--- src/rtl/pa_ctrl_seq.sv ---
// pa_ctrl_seq -- bus initiator for the PA control peripheral (PD / MODE regs).
//
// It turns one-shot start/stop commands from the radio FSM into register-write
// sequences on the valid/address/wdata/wstrb/ready bus. On power-up it clears
// PD, waits a programmable settle time and then writes MODE. On power-down it
// clears MODE and then sets PD.
//
// Ports:
//   clk, rst       clock, asynchronous active-high reset
//   start, stop    one-cycle command pulses (stop wins when both are high)
//   mode_sel       PA mode written by a power-up or mode-change sequence
//   settle_cycles  delay between the PD=0 write and the MODE write
//   busy, done     sequence in progress / 1-cycle end-of-sequence pulse
//   err            sticky bus timeout, cleared by the next accepted command
//   pa_on          PA powered and mode programmed
//   m_*            bus master side (m_ready is the peripheral acknowledge)
module pa_ctrl_seq #(
   parameter int   DATA_W    = 32,
   parameter logic PD_ADDR   = 1'b0,
   parameter logic MODE_ADDR = 1'b1,
   parameter int   TIMEOUT   = 15,
   parameter int   CNT_W     = 16
) (
   input  logic              clk,
   input  logic              rst,
   input  logic              start,
   input  logic              stop,
   input  logic [1:0]        mode_sel,
   input  logic [CNT_W-1:0]  settle_cycles,
   output logic              busy,
   output logic              done,
   output logic              err,
   output logic              pa_on,
   output logic              m_valid,
   output logic              m_address,
   output logic [DATA_W-1:0] m_wdata,
   output logic              m_wstrb,
   input  logic              m_ready
);

   localparam int TW = $clog2(TIMEOUT + 1);

   typedef enum logic [2:0] {
      S_OFF, S_UP_PD, S_SETTLE, S_UP_MODE, S_ON, S_DN_MODE, S_DN_PD
   } state_t;

   state_t            state;
   logic              gap;        // 0: REQ phase, 1: one idle cycle after ready
   logic [CNT_W-1:0]  scnt;
   logic [TW-1:0]     tcnt;
   logic [1:0]        mode_lat;
   logic              pend_stop;

   // The strobe is only meaningful with valid; both come from the same flop.
   assign m_wstrb = m_valid;

   always_ff @(posedge clk or posedge rst) begin
      if (rst) begin
         state     <= S_OFF;
         gap       <= 1'b0;
         scnt      <= '0;
         tcnt      <= '0;
         mode_lat  <= 2'd0;
         pend_stop <= 1'b0;
         busy      <= 1'b0;
         done      <= 1'b0;
         err       <= 1'b0;
         pa_on     <= 1'b0;
         m_valid   <= 1'b0;
         m_address <= 1'b0;
         m_wdata   <= '0;
      end else begin
         done <= 1'b0;
         case (state)
            S_OFF: begin
               if (stop || pend_stop) begin
                  // Already off: no bus traffic, just acknowledge.
                  pend_stop <= 1'b0;
                  err       <= 1'b0;
                  done      <= 1'b1;
               end else if (start) begin
                  mode_lat  <= mode_sel;
                  err       <= 1'b0;
                  busy      <= 1'b1;
                  state     <= S_UP_PD;
                  gap       <= 1'b0;
                  tcnt      <= '0;
                  m_valid   <= 1'b1;
                  m_address <= PD_ADDR;
                  m_wdata   <= '0;
               end
            end
            S_ON: begin
               if (stop || pend_stop) begin
                  pend_stop <= 1'b0;
                  err       <= 1'b0;
                  busy      <= 1'b1;
                  state     <= S_DN_MODE;
                  gap       <= 1'b0;
                  tcnt      <= '0;
                  m_valid   <= 1'b1;
                  m_address <= MODE_ADDR;
                  m_wdata   <= '0;
               end else if (start) begin
                  // Mode change: PA already powered, rewrite MODE only.
                  mode_lat  <= mode_sel;
                  err       <= 1'b0;
                  busy      <= 1'b1;
                  state     <= S_UP_MODE;
                  gap       <= 1'b0;
                  tcnt      <= '0;
                  m_valid   <= 1'b1;
                  m_address <= MODE_ADDR;
                  m_wdata   <= DATA_W'(mode_sel);
               end
            end
            S_SETTLE: begin
               pend_stop <= pend_stop | stop;
               if (scnt == '0) begin
                  state     <= S_UP_MODE;
                  gap       <= 1'b0;
                  tcnt      <= '0;
                  m_valid   <= 1'b1;
                  m_address <= MODE_ADDR;
                  m_wdata   <= DATA_W'(mode_lat);
               end else begin
                  scnt <= scnt - 1'b1;
               end
            end
            default: begin
               // Write states: REQ until ready, then one GAP cycle because the
               // peripheral's registered ready lingers one cycle after valid.
               pend_stop <= pend_stop | stop;
               if (!gap) begin
                  if (m_ready) begin
                     m_valid <= 1'b0;
                     gap     <= 1'b1;
                  end else if (tcnt == TW'(TIMEOUT - 1)) begin
                     // Abort: peripheral state is unknown, fall back to OFF.
                     m_valid   <= 1'b0;
                     err       <= 1'b1;
                     pa_on     <= 1'b0;
                     done      <= 1'b1;
                     busy      <= 1'b0;
                     pend_stop <= 1'b0;
                     state     <= S_OFF;
                  end else begin
                     tcnt <= tcnt + 1'b1;
                  end
               end else begin
                  gap <= 1'b0;
                  case (state)
                     S_UP_PD: begin
                        state <= S_SETTLE;
                        scnt  <= settle_cycles;
                     end
                     S_UP_MODE: begin
                        state <= S_ON;
                        done  <= 1'b1;
                        busy  <= 1'b0;
                        pa_on <= 1'b1;
                     end
                     S_DN_MODE: begin
                        state     <= S_DN_PD;
                        tcnt      <= '0;
                        m_valid   <= 1'b1;
                        m_address <= PD_ADDR;
                        m_wdata   <= DATA_W'(1);
                     end
                     default: begin
                        state <= S_OFF;
                        done  <= 1'b1;
                        busy  <= 1'b0;
                        pa_on <= 1'b0;
                     end
                  endcase
               end
            end
         endcase
      end
   end

endmodule

--- config.mk ---
export PLATFORM = sky130hd
export DESIGN_NAME = pa_ctrl_seq
export DESIGN_NICKNAME = d
export VERILOG_FILES = /design/src/rtl/pa_ctrl_seq.sv
export SDC_FILE = /design/constraint.sdc
export NUM_CORES = 1
export LEC_CHECK = 0
export BUFFER_PORTS_ARGS = -buffer_cell sky130_fd_sc_hd__buf_2
export CORE_MARGIN = 1
export CORE_UTILIZATION = 38
export CTS_CLUSTER_SIZE = 20
export DETAILED_ROUTE_END_ITERATION = 6
export PLACE_DENSITY = 0.69
export SYNTH_ARGS = -nofsm -noshare
export SYNTH_HDL_FRONTEND = slang
export SYNTH_SLANG_ARGS = --single-unit
--- constraint.sdc ---
create_clock -name clk -period 4.3 [get_ports clk]
set_input_delay 0.645 -clock clk [delete_from_list [all_inputs] [get_ports clk]]
set_output_delay 0.645 -clock clk [all_outputs]
set_load 0.03 [all_outputs]
## Yosys cells after proc, flatten, opt, wreduce, memory -nomap -nowiden

Cells that the tools add are included.

- Divide/modulo/power cells: 0
- Bitwise operators: 5
- Order comparisons: 0
- Add/subtract/negate cells: 2
- Equality and inequality tests: 22
- Shifts and indexed selects: 0
- Reductions and logical operators: 26
- Mux-type cells: 79
- $mul: 0

Operators by type and width:

| operator | count |
|---|---|
| $mux W32 | 7 |
| $pmux W32 S3 | 1 |
| $mux W16 | 3 |
| $mux W1 | 40 |
| $mux W4 | 8 |
| $pmux W16 S2 | 1 |
| $mux W3 | 8 |
| $pmux W3 S3 | 2 |
| $logic_not A16 Y1 | 1 |
| $sub A16 B1 Y16 const B | 1 |
| $reduce_and A5 Y1 | 3 |
| $ne A2 B2 Y1 const B | 7 |
| $pmux W1 S3 | 4 |
| $pmux W4 S3 | 1 |
| $reduce_and A4 Y1 | 3 |
| $reduce_and A6 Y1 | 2 |
| $reduce_bool A4 Y1 | 3 |
| $ne A5 B1 Y1 const B | 2 |
| $pmux W1 S2 | 4 |
| $reduce_bool A2 Y1 | 4 |
| $eq A3 B2 Y1 const B | 2 |
| $eq A3 B3 Y1 const B | 2 |
| $reduce_bool A6 Y1 | 1 |
| $reduce_or A2 Y1 | 3 |
| 17 further kinds | 21 |

- Word-level logic and storage cells: 147
- Bits in latches: 0
- Output and inout port bits: 39
- Memories kept: 0
- Register bits: 65
- ROM bits: 0
- Memory bits (writable): 0

## Longest topological paths before layout

Gate-level depths: netlist of the first run.

- Depth in word-level cells: 5
- Depth in mapped cells: 7
- Gate-level depth less buffers: 6

## Least setup slack after synthesis of the first run

No wires, ideal clock.

- Path kind: reg2reg
- Start: reg scnt[0]
- End: reg scnt[3]
- Stages on the path, launching flop included: 8
- Data arrival time: 1.789 ns
- Data required time: 4.152 ns
- Slack: 2.363 ns
- Path buffers: 1
- Cells stage by stage: dfrtp_1 inv_1 ha_1 nor3b_1 nand4_1 a21oi_1 buf_2 o221ai_1

- Word-level cells in the longest chain between the ends: 3

Ends and longest elaborated chain:

| item | RTL line | source |
|---|---|---|
| start: declaration | 49 | `logic [CNT_W-1:0] scnt;` |
| start signal: assignment | 127 | `scnt <= scnt - 1'b1;` |
| start signal: assignment | 155 | `scnt <= settle_cycles;` |
| $sub A16 B1 Y16 / $logic_not A16 Y1 (equally long branches) | 127, 119 |  |
| $mux W16 / $ne A2 B2 Y1 (equally long branches) | - |  |
| $pmux W16 S2 / $reduce_and A4 Y1 (equally long branches) | - |  |

Several ways; a longest one is shown, not always the timed one. The select of a mux whose other input is x is not followed.
A chain may end at the register's enable or synchronous reset.

## Worst setup path after layout of the first run

Ends and elaborated chain as after synthesis.

==> flow_summary.json, run 1 <==
{
  "n_fill_cell": 637,
  "grt_pass1_wl_um": 9446,
  "num_io_pins": 62,
  "syn_area_um2": 2524,
  "area_growth_pct": 5.106,
  "critPathLaunchType": "flop",
  "skew_ns": 0.007261,
  "io_buffers": 31,
  "yosys_warnings": 0,
  "hold_viol_final": 0,
  "post-cts-setup-buffers": 0,
  "path_cells": "inv_1 -> ha_1 -> nor3b_1 -> nand4_1 -> a21oi_1 -> o221ai_1",
  "place.gp.congestion": 0.8555,
  "ys_types": 60,
  "cp.buffers_inverters": 1,
  "hold_slack_ns": 0.4510,
  "fin_nets": 330,
  "vias_per_cell": 5.675,
  "synth_top_area_cell": "dfrtp_1",
  "drive_gt1_share_pct": 17.70,
  "drt-initial-drc-count": 127,
  "initial_core_util_pct": 39.52,
  "max_stage_delay_ns": 0.97,
  "crit_cells": 6,
  "status": "complete, no violations",
  "numCtsBuffers": 5,
  "first_global_vias": 1974,
  "clock-sinks": 35,
  "clock_power_share_pct": 14.5,
  "slowest_stage": "a21oi_1",
  "power_mw": 1.878,
  "ys_ff_latch": 35,
  "cts_resized": 0,
  "use_met3_pct": 3.363,
  "internal_power_uw": 985.9,
  "rows": 29,
  "maxSlewViolCount": 0,
  "grt_usage_pct": 16.63,
  "postCtsHoldBufs": 0,
  "final_common_cell": "dfrtp_1",
  "via_count": 2168,
  "grtUsageMet1_pct": 23.19,
  "worstSetupStartpoint": "scnt[0]",
  "drc": 0,
  "die-area_um2": 6971,
  "postRouteAntennaNets": 0,
  "drt-pass1-iter-count": 4,
  "clk_pin_slew_worst_paths_ns": 0.08,
  "critPathCapture": "scnt[3]",
  "setup_viol": 0,
  "wire_per_inst_um": 14.80,
  "multiInputGateArea_um2": 1365,
  "use_met2_pct": 26.75,
  "synth_edf_count": 0,
  "postLayoutCoreUtil_pct": 41.54,
  "insertion_delay_ns": 0.29,
  "synth_top_area_share_pct": 34.71,
  "die_h_um": 83.50,
  "ff2ff_setup_slack_ns": 1.54,
  "power.density_nw_per_um2": 707.9,
  "synth_async_sr_flop_share_pct": 100.0,
  "wirelength_um": 5655,
  "diodes": 0,
  "p_sw_share_pct": 47.49,
  "r2r_end": "scnt[3]",
  "ys_top_cells_by_area": "dfrtp_1, buf_4, a21oi_1",
  "final_cell_mix": "dfrtp_1, buf_2, conb_1, a21oi_1, nand2_1",
  "tightestPinTransition_ns": 1.143,
  "synth-main-ff-cell": "dfrtp_1",
  "final-seq-area_um2": 875.8,
  "worstPathRequired_ns": 4.42,
  "p_switching_uw": 891.8,
  "p_comb_share_pct": 47.1,
  "h-tree-depth": 2,
  "endpoint_kind": "flop",
  "fin_crit_sh_pct": 64.19,
  "drv_cap": 0,
  "synthCells": 286,
  "max_freq_mhz": 362.3,
  "slew_headroom_pct": 23.78,
  "overflow": 0,
  "rsz0062_at_grt": "false",
  "cts-root-buf": "clkbuf_8",
  "grt_start_max_net_pins": 38,
  "r2r_cells": 6,
  "antenna_found_initial": 0,
  "critPathMaxFanout": 13,
  "arrival_ns": 2.88,
  "setup.worst_path.class": "flop to flop",
  "yosysSeqAreaShare_pct": 34.71,
  "ir_worst_vdd_v": 0.0004603,
  "coreArea_um2": 6386,
  "fin_crit_ns": 2.760,
  "final.setup.tns_ns": 0,
  "r2r_start": "scnt[0]",
  "hpwlAfterDp_um": 3883,
  "die_x_um": 83.50,
  "busiest_layer": "met2",
  "synth_area_per_cell_um2": 8.824,
  "p_leak_nw": 1.132,
  "hp-class": "input pin to async pin",
  "path_delay_family": "compound AO/OA/AOI/OAI gates",
  "cts_tree": "yes",
  "pwr-share-seq_pct": 38.4,
  "cts_max_path_buffers": 2
}
-- power groups by stage --
stage,clock network (mW),logic [mW],registers [mW]
final,0.272,0.884,0.721
after global routing,0.288,0.981,0.751
after CTS,0.276,0.886,0.715
after detailed placement,0,0.885,0.719
after global placement,0,0.869,0.715
after floorplan,0,0.786,0.658
-- cells in the mapped netlist (all sizes together), types with 5 or more instances --
| cell | number |
|---|---|
| a21oi | 18 |
| a22oi | 5 |
| buf | 38 |
| clkbuf | 12 |
| dfrtp | 35 |
| inv | 12 |
| mux2 | 6 |
| nand2 | 18 |
| nand3 | 10 |
| nor2 | 16 |
| nor3 | 7 |
| nor4 | 7 |
| o211ai | 9 |
| o21ai | 14 |
| o221ai | 9 |
-- sequential cells by signal, summed over array words and instances (netlist names), 2 cells and up --
name      cells
scnt         16
tcnt          4
state         3
m_wdata       2
mode_lat      2
-- area by class of cell --
class / instances / share of cell area, %
Clock buffer: 8 / 3.774
Inverter: 12 / 1.698
Multi-Input combinational cell: 217 / 51.46
Sequential cell: 35 / 33.02
Tap cell: 77 / 3.632
Timing Repair Buffer: 33 / 6.415
-- worst register-to-register path: cells and delay by family (launching register included) --
family | cells | cell delay [ns]
adder cells (fa/ha/maj) | 1 | 0.18
AND/OR/NAND/NOR | 2 | 0.69
flip-flops | 1 | 0.44
buffers and inverters | 1 | 0.08
AO/OA/AOI/OAI | 2 | 1.19
-- stage by stage --
| stage | instances | area (um^2) | setup WS (ns) |
|---|---|---|---|
| 2_1_floorplan | 315 | 2633 | 2.363 |
| 3_3_place_gp | 374 | 2552 | 1.692 |
| 3_5_place_dp | 374 | 2552 | 1.605 |
| 4_1_cts | 382 | 2653 | 1.594 |
| 5_1_grt | 382 | 2653 | 1.338 |
| 6_report | 382 | 2653 | 1.540 |
-- cell families after synthesis --
| family | synth area share (%) |
|---|---|
| AO/OA/AOI/OAI | 25.14 |
| flip-flops | 34.71 |
| buffers and inverters | 15.52 |
| multiplexers | 3.470 |
| adder cells (fa/ha/maj) | 1.488 |
| other | 0.1486 |
| AND/OR/NAND/NOR | 19.53 |
-- layer usage --
layer | share of wire [%] | vias up
li1 | - | 1052
met1 | 49 | 1045
met2 | 46 | 65
met3 | 4.8 | 6
met4 | 0.67 | 0
met5 | 0 | -
-- worst min path at each step --
stage          startpoint     endpoint  slack (ns)
4_1_cts               rst        pa_on        0.47
3_5_place_dp          err          err        0.49
3_3_place_gp        pa_on        pa_on        0.49
6_report              rst      scnt[0]        0.45
5_1_grt               rst  mode_lat[1]        0.51
2_1_floorplan     tcnt[3]      tcnt[3]        0.47
No activity file was read; power rests on OpenSTA's default activity.
==> run 2, diff against run 1 <==
--- a/config.mk
+++ b/config.mk
@@ -5,12 +5,13 @@
 export SDC_FILE = /design/constraint.sdc
 export NUM_CORES = 1
 export LEC_CHECK = 0
+export ABC_AREA = 1
 export BUFFER_PORTS_ARGS = -buffer_cell sky130_fd_sc_hd__buf_2
 export CORE_MARGIN = 1
 export CORE_UTILIZATION = 38
 export CTS_CLUSTER_SIZE = 20
 export DETAILED_ROUTE_END_ITERATION = 6
-export PLACE_DENSITY = 0.69
+export PLACE_DENSITY = 0.71
 export SYNTH_ARGS = -nofsm -noshare
 export SYNTH_HDL_FRONTEND = slang
 export SYNTH_SLANG_ARGS = --single-unit
==> constraint.sdc (replaced) <==
create_clock -name clk -period 2.51 [get_ports clk]
set_input_delay 0.3765 -clock clk [delete_from_list [all_inputs] [get_ports clk]]
set_output_delay 0.3765 -clock clk [all_outputs]
set_load 0.03 [all_outputs]
==> flow_summary.json, run 2 <==
{
  "drv_cap": 0,
  "synth-main-ff-cell": "dfrtp_1",
  "hold_slack_ns": 0.1764,
  "fin_crit_ns": 1.842,
  "drc": 0,
  "grt_start_max_net_pins": 36,
  "ys_top_cells_by_area": "dfrtp_1, nand2_1, buf_4",
  "cts_max_path_buffers": 2,
  "clock-sinks": 35,
  "rows": 30,
  "num_io_pins": 62,
  "synth-xor-area-share_pct": 0.3226,
  "largestRegisters": "scnt (16), tcnt (4), state (3)",
  "ff2ff_setup_slack_ns": 0.67,
  "largest_reg_flops": 16,
  "clk_pin_slew_worst_paths_ns": 0.07,
  "skew_ns": 0.006436,
  "postCtsHoldBufs": 0,
  "regMostFlops": "scnt",
  "initial_core_util_pct": 39.74,
  "synthCells": 402,
  "synth_mux_area_share_pct": 0,
  "drive_gt1_share_pct": 19.35,
  "area_growth_pct": 7.419,
  "grt_pass1_wl_um": 10120,
  "fin_nets": 459,
  "netlist_top_cells_count": "nand2_1, nand3_1, inv_1",
  "cts_tree": "yes",
  "die_x_um": 86.53,
  "io_buffers": 31,
  "ys_ff_latch": 35,
  "arrival_ns": 2.02,
  "synth_edf_count": 0,
  "cts_resized": 0,
  "cts-root-buf": "clkbuf_8",
  "final.setup.tns_ns": 0,
  "first_global_vias": 2314,
  "n_fill_cell": 723,
  "synth-compound-area-share_pct": 8.433,
  "vias_per_cell": 4.632,
  "ys_types": 28,
  "antenna_found_initial": 0,
  "instances_no_fill": 530,
  "r2r_end": "scnt[5]",
  "die_h_um": 86.53,
  "final_cell_area_um2": 2917,
  "synth_most_common_cell": "nand2_1",
  "synth_fa_ha_area_share_pct": 1.382,
  "final_cell_mix": "nand2_1, nand3_1, inv_1, dfrtp_1, nor2_1",
  "rsz0062_at_grt": "false",
  "endpoint_kind": "flop",
  "postLayoutCoreUtil_pct": 42.69,
  "syn_area_um2": 2715,
  "dpl_cell_area_um2": 2816,
  "synth_top_family_by_area": "simple AND/OR/NAND/NOR gates",
  "r2r_start": "scnt[0]",
  "die-area_um2": 7487,
  "synth_async_sr_flop_share_pct": 100.0,
  "wire_per_inst_um": 10.78,
  "grt_usage_pct": 17.02,
  "dp_cells": 522,
  "diodes": 0,
  "via_count": 2455,
  "yosys_warnings": 0,
  "final_common_cell": "nand2_1",
  "r2r_cells": 9,
  "place.gp.congestion": 0.8250,
  "final.setup.worst_slack_ns": 0.6682,
  "max_freq_mhz": 542.9,
  "synth_top_area_cell": "dfrtp_1",
  "postRouteAntennaNets": 0,
  "power_mw": 3.304,
  "p_leak_nw": 1.586,
  "ir_worst_vdd_v": 0.0003910,
  "synth_top_area_share_pct": 32.26,
  "yosys.area_share.simple_pct": 40.14,
  "critPathLaunchType": "flop",
  "post-cts-setup-buffers": 0,
  "dp_slack_ns": 0.6443,
  "insertion_delay_ns": 0.29,
  "critPathMaxFanout": 25,
  "drt-pass1-iter-count": 5,
  "fin_crit_sh_pct": 73.38,
  "hpwlAfterDp_um": 4286,
  "status": "complete, no violations",
  "h-tree-depth": 2,
  "numCtsBuffers": 5,
  "wirelength_um": 5716,
  "power.density_nw_per_um2": 1133,
  "coreArea_um2": 6832,
  "synth_area_per_cell_um2": 6.754,
  "worstPathRequired_ns": 2.69,
  "overflow": 0,
  "drt-initial-drc-count": 93,
  "hp-class": "input pin to async pin",
  "yosysSeqAreaShare_pct": 32.26,
  "setup_viol": 0,
  "hold_viol_final": 0,
  "setup.worst_path.class": "flop to flop",
  "maxSlewViolCount": 0
}
run 2: how the worst max path moves through the flow:
stage | slack [ns] | cells after the start | to | start
finish | 0.67 | 9 | scnt[5] | scnt[0]
global placement | 0.71 | 9 | scnt[5] | scnt[0]
global route | 0.48 | 9 | scnt[6] | scnt[0]
CTS | 0.64 | 9 | scnt[12] | state[1]
floorplan | 0.99 | 10 | scnt[0] | scnt[0]
detailed placement | 0.64 | 9 | scnt[12] | state[1]
run 2: cell families after synthesis:
logic type,count (synthesis)
compound gates,36
fa+ha+maj,3
simple gates,242
flops,35
buf+inv,84
xor+xnor,1
other cells,1
run 2: cell type report:
| class | instances | area [um^2] | share of cell area, % |
|---|---|---|---|
| inverter | 46 | 172.7 | 5.920 |
| multi-input combinational | 312 | 1478 | 50.66 |
| clock buffer | 8 | 100.1 | 3.432 |
| timing repair buffer | 33 | 170.2 | 5.834 |
| tap | 96 | 120.1 | 4.118 |
| sequential | 35 | 875.8 | 30.03 |
run 2: routing by layer:
metal  vias to the layer above  wire length (um)  part of all wire [%]  global-route usage [%]
met4                         0                59                   1.0                   4.091
li1                       1269                 -                     -                       -
met2                        62              2714                    47                   29.00
met3                         6               324                   5.7                   3.429
met1                      1118              2617                    46                   22.18
met5                         -                 0                     0                       0
run 2: power by group:
group | internal (mW) | switching [mW]
logic | 0.568 | 1.22
clock network | 0.251 | 0.209
registers | 0.809 | 0.244
total | 1.63 | 1.68
run 2: worst max-delay path, stage by stage (launching register included):
cell and delay [ns]:
dfrtp_1 0.37, inv_1 0.11, ha_1 0.21, nand2_1 0.14, nor2_1 0.13, nand2_1 0.09
nand2_4 0.20, nand2_4 0.25, nand2_1 0.16, o21ai_2 0.06
